**config.mk**
```make
export PLATFORM = sky130hd
export DESIGN_NAME = tcnt_gen
export DESIGN_NICKNAME = d
export VERILOG_FILES = /design/src/rtl/tcnt_gen_pkg.sv /design/src/rtl/tcnt_gen_cmd_fifo2.sv /design/src/rtl/tcnt_gen.sv
export SDC_FILE = /design/constraint.sdc
export NUM_CORES = 1
export LEC_CHECK = 0
export ABC_AREA = 1
export BUFFER_PORTS_ARGS = -buffer_cell sky130_fd_sc_hd__buf_2
export CAP_MARGIN = 20
export CORE_MARGIN = 2
export CORE_UTILIZATION = 60
export DETAILED_ROUTE_END_ITERATION = 6
export PLACE_DENSITY_LB_ADDON = 0.12
export SYNTH_ARGS = -nofsm -noshare
export SYNTH_HDL_FRONTEND = slang
export SYNTH_SLANG_ARGS = --single-unit
```
**constraint.sdc**
```tcl
create_clock -name clk -period 6.35 [get_ports clk]
set_input_delay 0.9525 -clock clk [delete_from_list [all_inputs] [get_ports clk]]
set_output_delay 0.9525 -clock clk [all_outputs]
set_load 0.05 [all_outputs]
```
**src/rtl/tcnt_gen_pkg.sv**
```systemverilog
// Shared constants and FSM encoding for the pulse timing generator and the
// downstream phase path.
package tcnt_gen_pkg;

  localparam int TCNT_TW        = 27;
  localparam int TCNT_LW        = 16;
  localparam int CMD_FIFO_DEPTH = 2;

  typedef enum logic [1:0] {
    ST_IDLE = 2'd0,
    ST_ARM  = 2'd1,
    ST_RUN  = 2'd2
  } tcnt_state_t;

endpackage

```
**src/rtl/tcnt_gen_cmd_fifo2.sv**
```systemverilog
// Two-entry command FIFO with a registered ready: a push while full is refused
// even when a pop happens in the same cycle.
module cmd_fifo2
  import tcnt_gen_pkg::*;
#(
  parameter int DW = 8,
  localparam int LVL_W = $clog2(CMD_FIFO_DEPTH + 1),
  localparam int PW    = $clog2(CMD_FIFO_DEPTH)
) (
  input  logic             clk,
  input  logic             reset,
  input  logic             push_valid,
  output logic             push_ready,
  input  logic [DW-1:0]    push_data,
  input  logic             pop,
  output logic [DW-1:0]    head_data,
  output logic             empty,
  output logic [LVL_W-1:0] level_next
);

  logic [DW-1:0]    mem [CMD_FIFO_DEPTH];
  logic [PW-1:0]    wr_ptr;
  logic [PW-1:0]    rd_ptr;
  logic [LVL_W-1:0] level_q;
  logic             do_push;
  logic             do_pop;

  assign do_push    = push_valid & push_ready;
  assign do_pop     = pop & ~empty;
  assign empty      = (level_q == '0);
  assign level_next = level_q + LVL_W'(do_push) - LVL_W'(do_pop);
  assign head_data  = mem[rd_ptr];

  // NOTE: sequential state uses non-blocking assignments so every register
  // samples pre-edge values, independent of block ordering.
  always_ff @(posedge clk or posedge reset) begin
    if (reset) begin
      level_q    <= '0;
      wr_ptr     <= '0;
      rd_ptr     <= '0;
      push_ready <= 1'b0;
    end else begin
      level_q    <= level_next;
      push_ready <= (level_next != LVL_W'(CMD_FIFO_DEPTH));
      if (do_push) wr_ptr <= wr_ptr + 1'b1;
      if (do_pop)  rd_ptr <= rd_ptr + 1'b1;
    end
  end

  // NOTE: storage is deliberately not reset; level_q guards every read, so
  // stale entries are never observed and the array stays plain RAM.
  always_ff @(posedge clk) begin
    if (do_push) mem[wr_ptr] <= push_data;
  end

endmodule

```
**src/rtl/tcnt_gen.sv**
```systemverilog
// Timed pulse generator: free-running time base, command FIFO and an
// IDLE/ARM/RUN sequencer producing gate, tcnt and freq for the phase path.
module tcnt_gen
  import tcnt_gen_pkg::*;
#(
  parameter int TW = TCNT_TW,
  parameter int LW = TCNT_LW
) (
  input  logic          clk,
  input  logic          reset,
  input  logic          cmd_valid,
  output logic          cmd_ready,
  input  logic [TW-1:0] cmd_time,
  input  logic [LW-1:0] cmd_len,
  input  logic [TW-1:0] cmd_freq,
  input  logic          cmd_coh,
  output logic [TW-1:0] tnow,
  output logic [TW-1:0] tcnt,
  output logic [TW-1:0] freq,
  output logic          gate,
  output logic          done,
  output logic          late_err,
  output logic          busy
);

  localparam int CW    = 2 * TW + LW + 1;
  localparam int LVL_W = $clog2(CMD_FIFO_DEPTH + 1);

  logic [CW-1:0]    head_data;
  logic             fifo_empty;
  logic [LVL_W-1:0] level_next;
  logic             pop;
  logic [TW-1:0]    h_time, h_freq;
  logic [LW-1:0]    h_len;
  logic             h_coh;

  cmd_fifo2 #(.DW(CW)) u_fifo (
    .clk        (clk),
    .reset      (reset),
    .push_valid (cmd_valid),
    .push_ready (cmd_ready),
    .push_data  ({cmd_coh, cmd_freq, cmd_len, cmd_time}),
    .pop        (pop),
    .head_data  (head_data),
    .empty      (fifo_empty),
    .level_next (level_next)
  );

  assign {h_coh, h_freq, h_len, h_time} = head_data;

  tcnt_state_t   state_q, state_d;
  logic [TW-1:0] act_time_q, act_time_d, act_freq_q, act_freq_d;
  logic [LW-1:0] act_len_q, act_len_d, cnt_q, cnt_d;
  logic          act_coh_q, act_coh_d;
  logic [TW-1:0] tcnt_d, freq_d;
  logic          gate_d, done_d, late_d, busy_d;
  logic          take_head, start, start_late;

  // Lead is measured against the tnow value at which gate would first be high
  // if the pulse started now; a negative wrap-aware lead means late.
  logic [TW-1:0] tnow_nx, head_lead, act_lead;
  logic          head_due, head_late, act_due, act_late;

  assign tnow_nx   = tnow + 1'b1;
  assign head_lead = h_time - tnow_nx;
  assign act_lead  = act_time_q - tnow_nx;
  assign head_late = head_lead[TW-1];
  assign head_due  = head_late | (head_lead == '0);
  assign act_late  = act_lead[TW-1];
  assign act_due   = act_late | (act_lead == '0);

  // NOTE: every signal written here gets a default first, so no path can
  // leave one unassigned and infer a latch.
  always_comb begin
    state_d    = state_q;
    act_time_d = act_time_q;
    act_len_d  = act_len_q;
    act_freq_d = act_freq_q;
    act_coh_d  = act_coh_q;
    cnt_d      = cnt_q;
    gate_d     = 1'b0;
    tcnt_d     = '0;
    freq_d     = freq;
    done_d     = 1'b0;
    late_d     = 1'b0;
    pop        = 1'b0;
    take_head  = 1'b0;
    start      = 1'b0;
    start_late = 1'b0;

    unique case (state_q)
      ST_IDLE: begin
        if (!fifo_empty) begin
          take_head = 1'b1;
          if (h_len == '0) begin
            done_d = 1'b1;
          end else if (head_due) begin
            start      = 1'b1;
            start_late = head_late;
          end else begin
            state_d = ST_ARM;
          end
        end
      end
      ST_ARM: begin
        if (act_due) begin
          start      = 1'b1;
          start_late = act_late;
        end
      end
      ST_RUN: begin
        if (cnt_q != act_len_q - 1'b1) begin
          gate_d = 1'b1;
          cnt_d  = cnt_q + 1'b1;
          tcnt_d = act_coh_q ? tnow_nx : TW'(cnt_q + 1'b1);
        end else begin
          // Last gate cycle: chain straight into the prefetched head when it
          // is due, so back-to-back pulses leave no gap. Zero-length heads
          // are left for IDLE so their done never collides with this one.
          done_d  = 1'b1;
          state_d = ST_IDLE;
          if (!fifo_empty && h_len != '0) begin
            take_head = 1'b1;
            if (head_due) begin
              start      = 1'b1;
              start_late = head_late;
            end else begin
              state_d = ST_ARM;
            end
          end
        end
      end
      default: state_d = ST_IDLE;
    endcase

    if (take_head) begin
      pop        = 1'b1;
      act_time_d = h_time;
      act_len_d  = h_len;
      act_freq_d = h_freq;
      act_coh_d  = h_coh;
    end

    if (start) begin
      state_d = ST_RUN;
      gate_d  = 1'b1;
      cnt_d   = '0;
      tcnt_d  = act_coh_d ? tnow_nx : '0;
      freq_d  = act_freq_d;
      late_d  = start_late;
    end

    busy_d = (state_d != ST_IDLE) || (level_next != '0);
  end

  always_ff @(posedge clk or posedge reset) begin
    if (reset) begin
      state_q    <= ST_IDLE;
      act_time_q <= '0;
      act_len_q  <= '0;
      act_freq_q <= '0;
      act_coh_q  <= 1'b0;
      cnt_q      <= '0;
      tnow       <= '0;
      tcnt       <= '0;
      freq       <= '0;
      gate       <= 1'b0;
      done       <= 1'b0;
      late_err   <= 1'b0;
      busy       <= 1'b0;
    end else begin
      state_q    <= state_d;
      act_time_q <= act_time_d;
      act_len_q  <= act_len_d;
      act_freq_q <= act_freq_d;
      act_coh_q  <= act_coh_d;
      cnt_q      <= cnt_d;
      tnow       <= tnow_nx;
      tcnt       <= tcnt_d;
      freq       <= freq_d;
      gate       <= gate_d;
      done       <= done_d;
      late_err   <= late_d;
      busy       <= busy_d;
    end
  end

endmodule

```
### Word level (Yosys, flattened, before mapping)

Memories as Yosys holds them, arrays and structs flattened.
Cells that the tools add are included.

| word-level totals | value |
|---|---|
| memories kept | 1 |
| flip-flop bits (word level) | 179 |
| bits of input ports | 74 |
| output and inout bits | 86 |
| bits in writable memories | 142 |

Memory list:

| name | words | bits a word | rd ports | clocked after memory_dff | wr ports | line | text |
|---|---|---|---|---|---|---|---|
| u_fifo.mem | 2 | 71 | 1 | 0 | 1 | tcnt_gen_cmd_fifo2.sv:21 | `logic [DW-1:0] mem [CMD_FIFO_DEPTH];` |

| operators by class | value |
|---|---|
| bitwise logic cells | 5 |
| reductions and logical operators | 14 |
| add/sub/neg operators | 10 |
| equality and inequality tests | 4 |
| multiplexer cells | 47 |

Operators with widths:

| kind | count |
|---|---|
| $mux W27 | 6 |
| $logic_not A27 Y1 | 2 |
| $sub A27 B27 Y27 | 2 |
| $mux W16 | 3 |
| $mux W1 | 28 |
| $add A27 B1 Y27 const B | 1 |
| $add A16 B1 Y17 const B | 1 |
| $add A16 B1 Y16 const B | 1 |
| $logic_not A16 Y1 | 1 |
| $ne A16 B16 Y1 | 1 |
| $reduce_bool A16 Y1 | 1 |
| $sub A16 B1 Y16 const B | 1 |
| $mux W2 | 5 |
| $reduce_bool A2 Y1 | 4 |
| $pmux W1 S3 | 2 |
| $pmux W2 S3 | 1 |
| $logic_not A2 Y1 | 2 |
| $pmux W1 S2 | 2 |
| $add A1 B1 Y1 const B | 2 |
| $add A2 B1 Y2 | 1 |
| $and A1 B1 Y1 | 2 |
| $eq A2 B1 Y1 const B | 1 |
| $eq A2 B2 Y1 const B | 1 |
| $ne A2 B2 Y1 const B | 1 |
| other kinds (7) | 8 |

### Logic depth before layout (Yosys ltp)

Gate-level depths: netlist (run 1).

| logic depth | value |
|---|---|
| depth after elaboration | 11 |
| mapped depth | 33 |
| depth with buffers taken out | 30 |

### Hierarchy

A second synthesis (run 1) with hierarchy kept.

| unflattened totals | value |
|---|---|
| cells, all modules | 2188 |
| area total of the unflattened synthesis | 17191.5 um^2 |

By module, submodules not included:

| module | cells each | seq. area each (um^2) | instances | area an instance (um^2) |
|---|---|---|---|---|
| tcnt_gen | 1781 | 4354.2 | 1 | 11722.5 |
| cmd_fifo2 | 407 | 4389.2 | 1 | 5469.0 |

### Worst setup path after synthesis (run 1)

No wires, ideal clock.

| timing | value |
|---|---|
| kind | input-to-reg |
| start | input cmd_valid |
| end | memory u_fifo.mem[0][0] in the netlist's numbering (enable) |
| path slack | 1.795 ns |
| stages on the path | 2 |
| arrival time | 4.054 ns |
| buffers on the path | 0 |
| cell sequence | nand2_1 > nor2_1 |

| on the way | value |
|---|---|
| cells in the longest elaborated chain, start to end | 3 |

Ends and longest elaborated chain:

| element | line | text |
|---|---|---|
| start, declared | tcnt_gen.sv:11 | `input logic cmd_valid,` |
| $and A1 B1 Y1 | tcnt_gen_cmd_fifo2.sv:28 | `assign do_push = push_valid & push_ready;` |
| $mux W1 | tcnt_gen_cmd_fifo2.sv:53 | `if (do_push) mem[wr_ptr] <= push_data;` |
| $mux W1 (not written as such) | tcnt_gen_cmd_fifo2.sv:53 |  |
| end, declared | tcnt_gen_cmd_fifo2.sv:21 |  |

Every way passes these cells.

### Worst setup path after layout (run 1)

| timing | value |
|---|---|
| start | register tnow[0] |
| end | register busy |

| on the way | value |
|---|---|
| cells in the longest elaborated chain, start to end | 11 |

Ends and longest elaborated chain:

| element | line | text |
|---|---|---|
| start, declared | tcnt_gen.sv:17 | `output logic [TW-1:0] tnow,` |
| start signal, assigned | tcnt_gen.sv:178 | `tnow <= tnow_nx;` |
| $add A27 B1 Y27 (*) | tcnt_gen.sv:64 | `assign tnow_nx = tnow + 1'b1;` |
| net tnow_nx[0] | tcnt_gen.sv:61 | `logic [TW-1:0] tnow_nx, head_lead, act_lead;` |
| $sub A27 B27 Y27 | tcnt_gen.sv:65 | `assign head_lead = h_time - tnow_nx;` |
| $logic_not A27 Y1 | tcnt_gen.sv:68 | `assign head_due = head_late \| (head_lead == '0);` |
| $or A1 B1 Y1 | tcnt_gen.sv:68 |  |
| $mux W1, or another cell as far along | tcnt_gen.sv:124 | `if (head_due) begin` |
| $mux W1, or another cell as far along | tcnt_gen.sv:122 | `if (!fifo_empty && h_len != '0) begin` |
| $mux W2, or another cell as far along | tcnt_gen.sv:112 | `if (cnt_q != act_len_q - 1'b1) begin` |
| $pmux W2 S3 or $pmux W1 S3 (tied branches) | tcnt_gen.sv:91 | `unique case (state_q)` |
| $mux W2 (*) | tcnt_gen.sv:144 | `if (start) begin` |
| $reduce_bool A2 Y1 (*) | tcnt_gen.sv:153 | `busy_d = (state_d != ST_IDLE) \|\| (level_next != '0);` |
| $logic_or A1 B1 Y1 (*) | tcnt_gen.sv:153 |  |
| net busy_d | tcnt_gen.sv:56 | `logic gate_d, done_d, late_d, busy_d;` |
| end signal, assigned | tcnt_gen.sv:184 | `busy <= busy_d;` |
| end, declared | tcnt_gen.sv:23 | `output logic busy` |

The timed path passes the listed nets; every way through them passes the cells marked *.
A chain may end at the register's enable or synchronous reset.

==> results of run 1 <==
-- final cells by class --
class                      instances  share of cell area, %
inverter                         223                   4.41
multi-input combinational       1288                   36.4
tap                              378                   2.48
clock buffer                      44                   4.98
timing repair buffer             171                   4.77
sequential                       321                   45.8
clock inverter                    19                   1.15
-- per-stage QoR --
stage | total power [mW] | area, µm² | utilization (%) | cells | setup WS (ps)
5_1_grt | 10.7 | 19100 | 69.1 | 2444 | 801
2_1_floorplan | 6.83 | 16800 | - | 1879 | 539
3_3_place_gp | 7.78 | 17900 | 64.7 | 2379 | 1410
4_1_cts | 9.97 | 19100 | 69.1 | 2444 | 1340
6_report | 9.95 | 19100 | 69.1 | 2444 | 1290
3_5_place_dp | 7.89 | 17900 | 64.8 | 2381 | 1330
-- power breakdown --
part / switching, mW / internal, mW / leakage, nW / total (mW)
clock: 0.824 / 1.23 / 0.578 / 2.06
combinational: 3.15 / 1.50 / 5.09 / 4.65
sequential: 0.384 / 2.86 / 3.51 / 3.24
total: 4.36 / 5.59 / 9.18 / 9.95
-- cells by family after synthesis --
kind of cell	after synthesis	synth area share, %
flip-flops	321	52.2
buffers and inverters	270	6.53
AO/OA/AOI/OAI	175	5.91
multiplexers	73	4.63
AND/OR/NAND/NOR	920	23.3
adder cells (fa/ha/maj)	47	3.60
XOR/XNOR	73	3.86
-- worst max path at each step --
| stage | end | from | cells after the start | slack (ps) |
|---|---|---|---|---|
| 3_3_place_gp | busy | tnow[0] | 22 | 1410 |
| 5_1_grt | busy | tnow[0] | 24 | 800 |
| 3_5_place_dp | busy | tnow[0] | 24 | 1330 |
| 6_report | busy | tnow[0] | 22 | 1290 |
| 4_1_cts | busy | tnow[0] | 24 | 1340 |
| 2_1_floorplan | act_coh_q | reset | 1 | 540 |
-- flip-flops by register name (all words and copies together) (netlist names), 2 cells and up --
signal and cells:
u_fifo.mem 142, act_freq_q 27, act_time_q 27, freq 27, tcnt 27, tnow 27
act_len_q 16, cnt_q 16, state_q 2, u_fifo.level_q 2
-- worst register-to-register path: cells and delay by family, from the launching register on --
family | cells | cell delay [ps]
AND/OR/NAND/NOR | 17 | 3180
flip-flops | 1 | 470
XOR/XNOR | 1 | 460
adder cells (fa/ha/maj) | 1 | 400
AO/OA/AOI/OAI | 1 | 220
buffers and inverters | 2 | 200
-- routing by layer --
| metal | up-vias | track usage, % | wire, µm |
|---|---|---|---|
| met5 | - | 0 | 14 |
| met4 | 2 | 11.2 | 1510 |
| met3 | 91 | 4.93 | 2390 |
| met2 | 394 | 46.9 | 19600 |
| met1 | 6213 | 38.9 | 17900 |
| li1 | 6466 | - | - |
-- Yosys cell counts (2+ instances only) --
cell and instances:
fa_1 2, nand2_2 16, ha_1 45, a21oi_1 81, a21oi_2 6, buf_2 19, nand2_4 2, inv_2 6
o21a_1 2, xor2_1 57, o21ai_2 3, o211ai_1 9, dfrtp_1 179, nand3b_1 6, nand3_1 146, clkbuf_1 16
and2_1 2, buf_1 4, xnor2_1 15, mux2i_1 37, a21o_1 2, o22ai_1 4, nor3_1 19, edfxtp_1 142
nand4_1 22, nor4_1 5, o21bai_1 5, buf_6 7, inv_1 217, or2_2 2, mux2_2 36, nand2_1 482
a21boi_0 2, nor2_1 202, nor2_2 7, nor2_4 2, o21ai_0 53, nand3_2 2
==> results.cfg, run 1 <==
[run_status]
outcome = finished, final reports clean

[drt]
drt-wirelength-per-cell_um = 17.0
ant_nets = 0
viasPerCell = 5.39
route.detailed.drc = 0
detail_route.wirelength_um = 41500
num_vias = 13200
drtIter0Drc = 885
drt-pass1-iter-count = 6

[timing]
final.setup_skew_ps = 20.8
finalHoldWorstSlack_ps = 459
setup_tns_ps = 0
finalWorstPathRequiredPeriod_ps = 5060
fin_max_slew_vios = 0
timing.slew.headroom_pct = 35.7
timing.final.crit_share_pct = 79.6
final-setup-viol-count = 0
timing.final.hold_violations = 0
max_freq_mhz = 198
timing_worst_slew_pin_value_ps = 964
grt_setup_unrepaired = false

[global_route]
grt_overflow_total = 0
grt_pass1_vias = 12800
grt_pass1_wl_um = 65200
pin_count_of_the_biggest_net_entering_global_routing = 96
grt_use_total_pct = 28.8
initial_antenna_violation_count = 1

[critical_path]
cp_cell_sequence = inv_2, nor2_4, nand2_1, nor3_1, nand2_1, nor4_1, xor2_1, ha_1, a21oi_1, nand2_1, inv_1, nand3_1, nand2_1, nand2_1, nand3_1, nor2_1, nand3_1, nand2_1, nand2_4, nand2_8, nor2_1, nand2_1
criticalPathCategory = reg2reg
worst_path_buffer_plus_inverter_count = 2
cpLargestDelayFamily = simple AND/OR/NAND/NOR gates
timing.reg2reg.setup_slack_ps = 1290
worstPathRequired_ps = 6760
startpoint_types = flip-flop
rr_endpoint = busy
slowest_delay_ps = 470
cpMaxStageDelayCell = dfrtp_1
critical_path.endpoint_type = flip-flop
critical_path.most_common_cell = nand2_1
worstReg2RegStart = tnow[0]
arrival_ps = 5470
cells_on_worst_reg2reg_path = 22
timing.critical_path.fanout_max = 72

[layout]
regArea_um2 = 8750
post_route_cells_drive_above_1_share_pct = 15.2
layout.cells.most_common = nand2_1
antenna_cells = 0
finalNetCount = 2161
area_of_the_multi_input_gates_um2 = 6940
mostFrequentLayoutCells = 482 x nand2_1, 216 x inv_1, 200 x nor2_1
fillCellCount = 2217
layout-area-overhead-vs-synth_pct = 13.9

[floorplan]
top_level_ports = 160
area_of_the_die_um2 = 29300
die_width_um = 171
rows = 61
start_util_pct = 60.7
die_height_um = 171
core-area_um2 = 27600

[yosys]
synth_top_area_share_pct = 26.7
synth_ff_type = dfrtp_1
syn_nets = 2000
synth_area_per_cell_um2 = 8.92
seq_total_area_yosys_pct = 52.2
post_syn_instances = 1879
synth_async_sr_flop_share_pct = 55.8
synth_area_leaders = dfrtp_1 27%, edfxtp_1 25%, nand2_1 11%
number_of_flops_mapped_to_enable_cells_by_yosys = 142
ys_seq_elements = 321
netlist_area_um2 = 16800
post_synth_num_cell_types = 53
synth_warnings = 0
synth_largest_area_cell = dfrtp_1

[place]
place.port_buffers = 159
dp_hpwl_um = 30400
gp_congestion = 0.960

[clocking]
postCtsSetupRepairBufs = 0
cts_hold_repair.buffers = 0
clock_sink_count = 321
clkLatencyLatePin_ps = 530
resize_count_post_cts = 0
ctsLongestPathBuffers = 3
cts_root_buf = clkbuf_16
tritoncts.num_buffers = 35
clock_tree.htree_level_count = 2
cts_tree = yes
clkTransAtPathRegs_ps = 60

[power]
cellLeakagePower_nw = 9.18
pwr_density_cell_nw_per_um2 = 521
irDropWorstVdd_mv = 0.472

[hold_path]
worstHoldPathType = in2async

[job]
max_cap_violations = 0
(Power assumes the default switching activity.)
==> run 2: changes to the inputs <==
Clock period 6.35 ns to 4.8 ns, I/O delays scaled along.
==> run 2 against run 1 <==
  * Sequential share of layout area is 0.25 points lower
  * Die area stayed put
  * Clock-buffer cell count is 10 higher
  * Largest cell class unchanged
  * Highest routed layer is now met4
==> results.cfg, run 2 (same netlist as run 1, synthesis figures left out) <==
[run_status]
outcome = finished, final reports clean

[global_route]
grt_pass1_vias = 13000
grt_use_total_pct = 28.8
grt_overflow_total = 0
grt_pass1_wl_um = 65900
initial_antenna_violation_count = 0
pin_count_of_the_biggest_net_entering_global_routing = 180

[floorplan]
rows = 61
start_util_pct = 60.7
die_height_um = 171
die_width_um = 171
top_level_ports = 160
area_of_the_die_um2 = 29300
core-area_um2 = 27600

[hold_path]
destination_of_the_worst_hold_path = u_fifo.mem[0][16]
worstHoldPathType = in2reg
hold_path_depth = 1
hold_path.startpoint = cmd_time[16]

[layout]
final-instance-count-excl-fill = 2455
layout.cells.most_common = nand2_1
fillCellCount = 2240
largest_register_ff_count = 142
antenna_cells = 0
mostFrequentLayoutCells = 482 x nand2_1, 216 x inv_1, 200 x nor2_1
layout-area-overhead-vs-synth_pct = 14.5
registers.top_by_ff_count = u_fifo.mem
post_route_cells_drive_above_1_share_pct = 15.6
finalNetCount = 2171
fin_area_um2 = 19200

[place]
place.port_buffers = 159
dp_hpwl_um = 30500
gp_congestion = 0.995
post_dp_cell_area_um2 = 18000
dpl.cell_count = 2388

[clocking]
cts_root_buf = clkbuf_16
clock_sink_count = 321
clock_tree.htree_level_count = 2
ctsLongestPathBuffers = 3
clkTransAtPathRegs_ps = 60
clkLatencyLatePin_ps = 520
cts_tree = yes
tritoncts.num_buffers = 35

[critical_path]
worst_path_buffer_plus_inverter_count = 5
critical_path.most_common_cell = nand2_1
rr_endpoint = tcnt[0]
cells_on_worst_reg2reg_path = 22
cpLargestDelayFamily = simple AND/OR/NAND/NOR gates
cp_cell_sequence = inv_2, nor2_4, nand2_1, nor3_1, nand2_1, nor4_2, nand3_1, xor2_1, inv_1, ha_1, inv_1, nor3_1, nand2_1, nand3b_1, nand2_1, inv_1, nor2_2, nor2_8, nand2_8, buf_4, nand2_1, nand2_1
critical_path.endpoint_type = flip-flop
timing.critical_path.fanout_max = 20
timing.reg2reg.setup_slack_ps = 410
startpoint_types = flip-flop
worstPathRequired_ps = 5180
criticalPathCategory = reg2reg
arrival_ps = 4780
slowest_delay_ps = 450
cpMaxStageDelayCell = dfrtp_2
worstReg2RegStart = tnow[0]

[timing]
final.setup_skew_ps = 22.9
timing.slew.headroom_pct = 32.9
timing.final.crit_share_pct = 91.5
timing_worst_slew_pin_value_ps = 1000
finalWorstPathRequiredPeriod_ps = 4390
fin_max_slew_vios = 0
max_freq_mhz = 228
timing.final.hold_violations = 0
final-setup-viol-count = 0
grt_setup_unrepaired = false

[drt]
ant_nets = 0
drtIter0Drc = 1038
drt-wirelength-per-cell_um = 17.1
viasPerCell = 5.44
detail_route.wirelength_um = 42000
drt-pass1-iter-count = 5
num_vias = 13400
route.detailed.drc = 0

[power]
cellLeakagePower_nw = 9.21
irDropWorstVdd_mv = 0.433
pwr_density_cell_nw_per_um2 = 688

[job]
max_cap_violations = 0
## run 2: changes by cell type in the layout (fill, tap and decap cells not counted), moves of 3 or more
cell / previous run / this run
clkbuf_1: 6 / 14
buf_4: 10 / 15
buf_12: 2 / 5
clkinv_2: 7 / 4
## run 2: worst max-delay path by stage
stage | from | endpoint | slack, ps | cells past startpoint
2_1_floorplan | cmd_valid | u_fifo.mem[0][0] | 480 | 2
3_3_place_gp | tnow[0] | tcnt[7] | 30 | 19
3_5_place_dp | tnow[0] | tcnt[7] | -20 | 19
4_1_cts | tnow[0] | tcnt[7] | 20 | 22
5_1_grt | tnow[0] | tcnt[7] | 70 | 25
6_report | tnow[0] | tcnt[0] | 410 | 22
## run 2: through the flow
stage	hold slack (ps)	setup TNS, ps	utilization (%)	worst slack [ps]	total power, mW
global placement	502	0	65.2	26.2	10.4
finish	390	0	69.5	406	13.2
global route	377	0	69.5	67.9	14.1
detailed placement	503	-118	65.2	-21.2	10.5
floorplan	487	0	-	477	9.04
CTS	375	0	69.3	18.8	13.2
## run 2: metal layers
layer,part of all wire [%],up-vias,global-route usage [%]
li1,-,6488,-
met4,2.4,0,7.81
met3,5.3,73,3.89
met5,0,-,0
met1,44,6402,38.9
met2,49,400,49.1
## run 2: area by class of cell
class | count | area, µm² | share of cell area, %
clock inverter | 10 | 113 | 0.587
multi-input combinational | 1290 | 6990 | 36.4
inverter | 223 | 841 | 4.38
sequential | 321 | 8750 | 45.6
timing repair buffer | 179 | 1010 | 5.25
clock buffer | 54 | 1020 | 5.31
tap | 378 | 473 | 2.46
## run 2: timing repair
| action | CTS | global route |
|---|---|---|
| gates cloned | 0 | 2 |
| setup buffers | 1 | 0 |
| pin swaps | 1 | 2 |
| hold buffers | 0 | 0 |
| gates resized for setup | 0 | 5 |
| endpoints found under the setup margin | 24 | 68 |
## run 2: report_power, final
group,internal (mW),switching (mW)
logic,2.04,4.21
clock network,1.58,1.08
registers,3.78,0.515
total,7.40,5.80
==> run 3: changes to the inputs <==
==> constraint.sdc (replaced) <==
create_clock -name clk -period 4.8 [get_ports clk]
set_input_delay 1.2 -clock clk [delete_from_list [all_inputs] [get_ports clk]]
set_output_delay 1.2 -clock clk [all_outputs]
set_load 0.05 [all_outputs]
==> run 3 against run 2 <==
  * Cell count up 0.16%
  * Non-clock buffer count up 4
  * Power rose by 0.58%
  * Via count up 0.12%
  * Clock skew shrank 5.2 ps
  * Global-route usage shrank 0.30 points
  * Clock power rose by 2%
  * Routed wire length decreased by 0.17%
  * Critical path type unchanged
  * Largest cell class unchanged
==> results.cfg, run 3 (same netlist as run 1, synthesis figures left out) <==
[layout]
registers.top_by_ff_count = u_fifo.mem
antenna_cells = 0
final-instance-count-excl-fill = 2459
fillCellCount = 2206
largest_register_ff_count = 142
post_route_cells_drive_above_1_share_pct = 16.0
mostFrequentLayoutCells = 482 x nand2_1, 216 x inv_1, 200 x nor2_1
fin_area_um2 = 19300
layout-area-overhead-vs-synth_pct = 14.9
finalNetCount = 2175
layout.cells.most_common = nand2_1

[hold_path]
hold_path_depth = 2
hold_path.startpoint = freq[14]
worstHoldPathType = reg2reg
destination_of_the_worst_hold_path = freq[14]

[clocking]
clkTransAtPathRegs_ps = 60
clock_tree.htree_level_count = 2
clkLatencyLatePin_ps = 520
tritoncts.num_buffers = 35
clock_sink_count = 321
ctsLongestPathBuffers = 3
cts_root_buf = clkbuf_16
cts_tree = yes

[critical_path]
critical_path.endpoint_type = flip-flop
critical_path.most_common_cell = nand2_1
worstReg2RegStart = tnow[0]
timing.reg2reg.setup_slack_ps = 390
slowest_delay_ps = 440
cells_on_worst_reg2reg_path = 28
startpoint_types = flip-flop
criticalPathCategory = reg2reg
rr_endpoint = tcnt[20]
worstPathRequired_ps = 5190
arrival_ps = 4800
cpMaxStageDelayCell = dfrtp_2
timing.critical_path.fanout_max = 20

[drt]
drt-pass1-iter-count = 7
ant_nets = 0
route.detailed.drc = 0
viasPerCell = 5.44
num_vias = 13400
detail_route.wirelength_um = 41900
drt-wirelength-per-cell_um = 17.0
drtIter0Drc = 994

[timing]
timing_worst_slew_pin_value_ps = 963
finalHoldWorstSlack_ps = 512
finalWorstPathRequiredPeriod_ps = 4410
final-setup-viol-count = 0
timing.slew.headroom_pct = 35.7
fin_max_slew_vios = 0
final.setup_skew_ps = 17.7
max_freq_mhz = 227
setup_tns_ps = 0
grt_setup_unrepaired = false
timing.final.crit_share_pct = 91.9
timing.final.hold_violations = 0

[power]
cellLeakagePower_nw = 9.27
irDropWorstVdd_mv = 0.503
overall_power_consumption_mw = 13.3
pwr_density_cell_nw_per_um2 = 689

[global_route]
initial_antenna_violation_count = 0
pin_count_of_the_biggest_net_entering_global_routing = 180
grt_pass1_vias = 12900
grt_use_total_pct = 28.5
grt_overflow_total = 0
grt_pass1_wl_um = 65000

[floorplan]
die_width_um = 171
top_level_ports = 160
area_of_the_die_um2 = 29300
start_util_pct = 60.7
die_height_um = 171
core-area_um2 = 27600
rows = 61

[place]
gp_congestion = 0.943
dpl.cell_count = 2389
post_dp_cell_area_um2 = 18000
place.port_buffers = 159
dp_hpwl_um = 30500

[run_status]
outcome = finished, final reports clean

[job]
max_cap_violations = 0
run 3: cell types whose count changed in the layout (fill, tap and decap cells not counted), sizes merged:
cell	previous run	this run
buf	179	183
bufinv	2	3
clkbuf	54	49
clkinv	7	9
inv	223	225
run 3: through the flow:
stage | worst slack [ps] | util, %
global placement | 60.9 | 65.2
finish | 390 | 69.7
floorplan | -2.55 | -
CTS | 70.3 | 69.4
global route | 38.0 | 69.7
detailed placement | -57.8 | 65.2
run 3: critical path: cells and delay by family (launching register included):
kind	cells	cell delay (ps)
adder cells (fa/ha/maj)	2	610
AO/OA/AOI/OAI	1	310
flip-flops	1	440
XOR/XNOR	2	490
AND/OR/NAND/NOR	20	1980
buffers and inverters	3	430
run 3: layout make-up:
type | instances | area (µm²) | share of cell area (%)
Clock buffer | 49 | 991 | 5.15
Clock inverter | 15 | 171 | 0.890
Inverter | 223 | 841 | 4.37
Multi-Input combinational cell | 1290 | 7000 | 36.3
Sequential cell | 321 | 8750 | 45.4
Tap cell | 378 | 473 | 2.46
Timing Repair Buffer | 183 | 1040 | 5.39
run 3: timing repair:
action / CTS / global route
resized for setup: 1 / 5
cloned: 0 / 2
hold buffers: 0 / 0
pin swaps: 0 / 1
setup endpoints to repair: 39 / 74
setup buffers: 0 / 4
endpoints found under the hold margin: 0 / 0
run 3: where the power goes:
group	leakage, nW	total [mW]	switching (mW)	internal, mW
combinational	5.18	6.29	4.23	2.06
clock	0.574	2.71	1.09	1.62
sequential	3.51	4.28	0.498	3.78
total	9.27	13.3	5.82	7.46
run 3: metal layers:
layer	wire, µm	GRT usage (%)	vias to the layer above	part of all wire (%)
met5	0	0	-	0
met4	1090	8.47	0	2.6
met3	2560	4.77	84	6.1
met2	20300	47.8	421	49
met1	17900	38.2	6364	43
li1	-	-	6510	-
run 3: worst max-delay path by stage:
| stage | endpoint | depth (start not counted) | slack, ps | startpoint |
|---|---|---|---|---|
| floorplan | u_fifo.mem[0][0] | 2 | -3 | cmd_valid |
| global placement | tcnt[17] | 19 | 60 | tnow[0] |
| finish | tcnt[20] | 28 | 390 | tnow[0] |
| detailed placement | tcnt[20] | 19 | -60 | tnow[0] |
| global route | freq[16] | 27 | 40 | tnow[0] |
| CTS | tcnt[20] | 19 | 70 | tnow[0] |
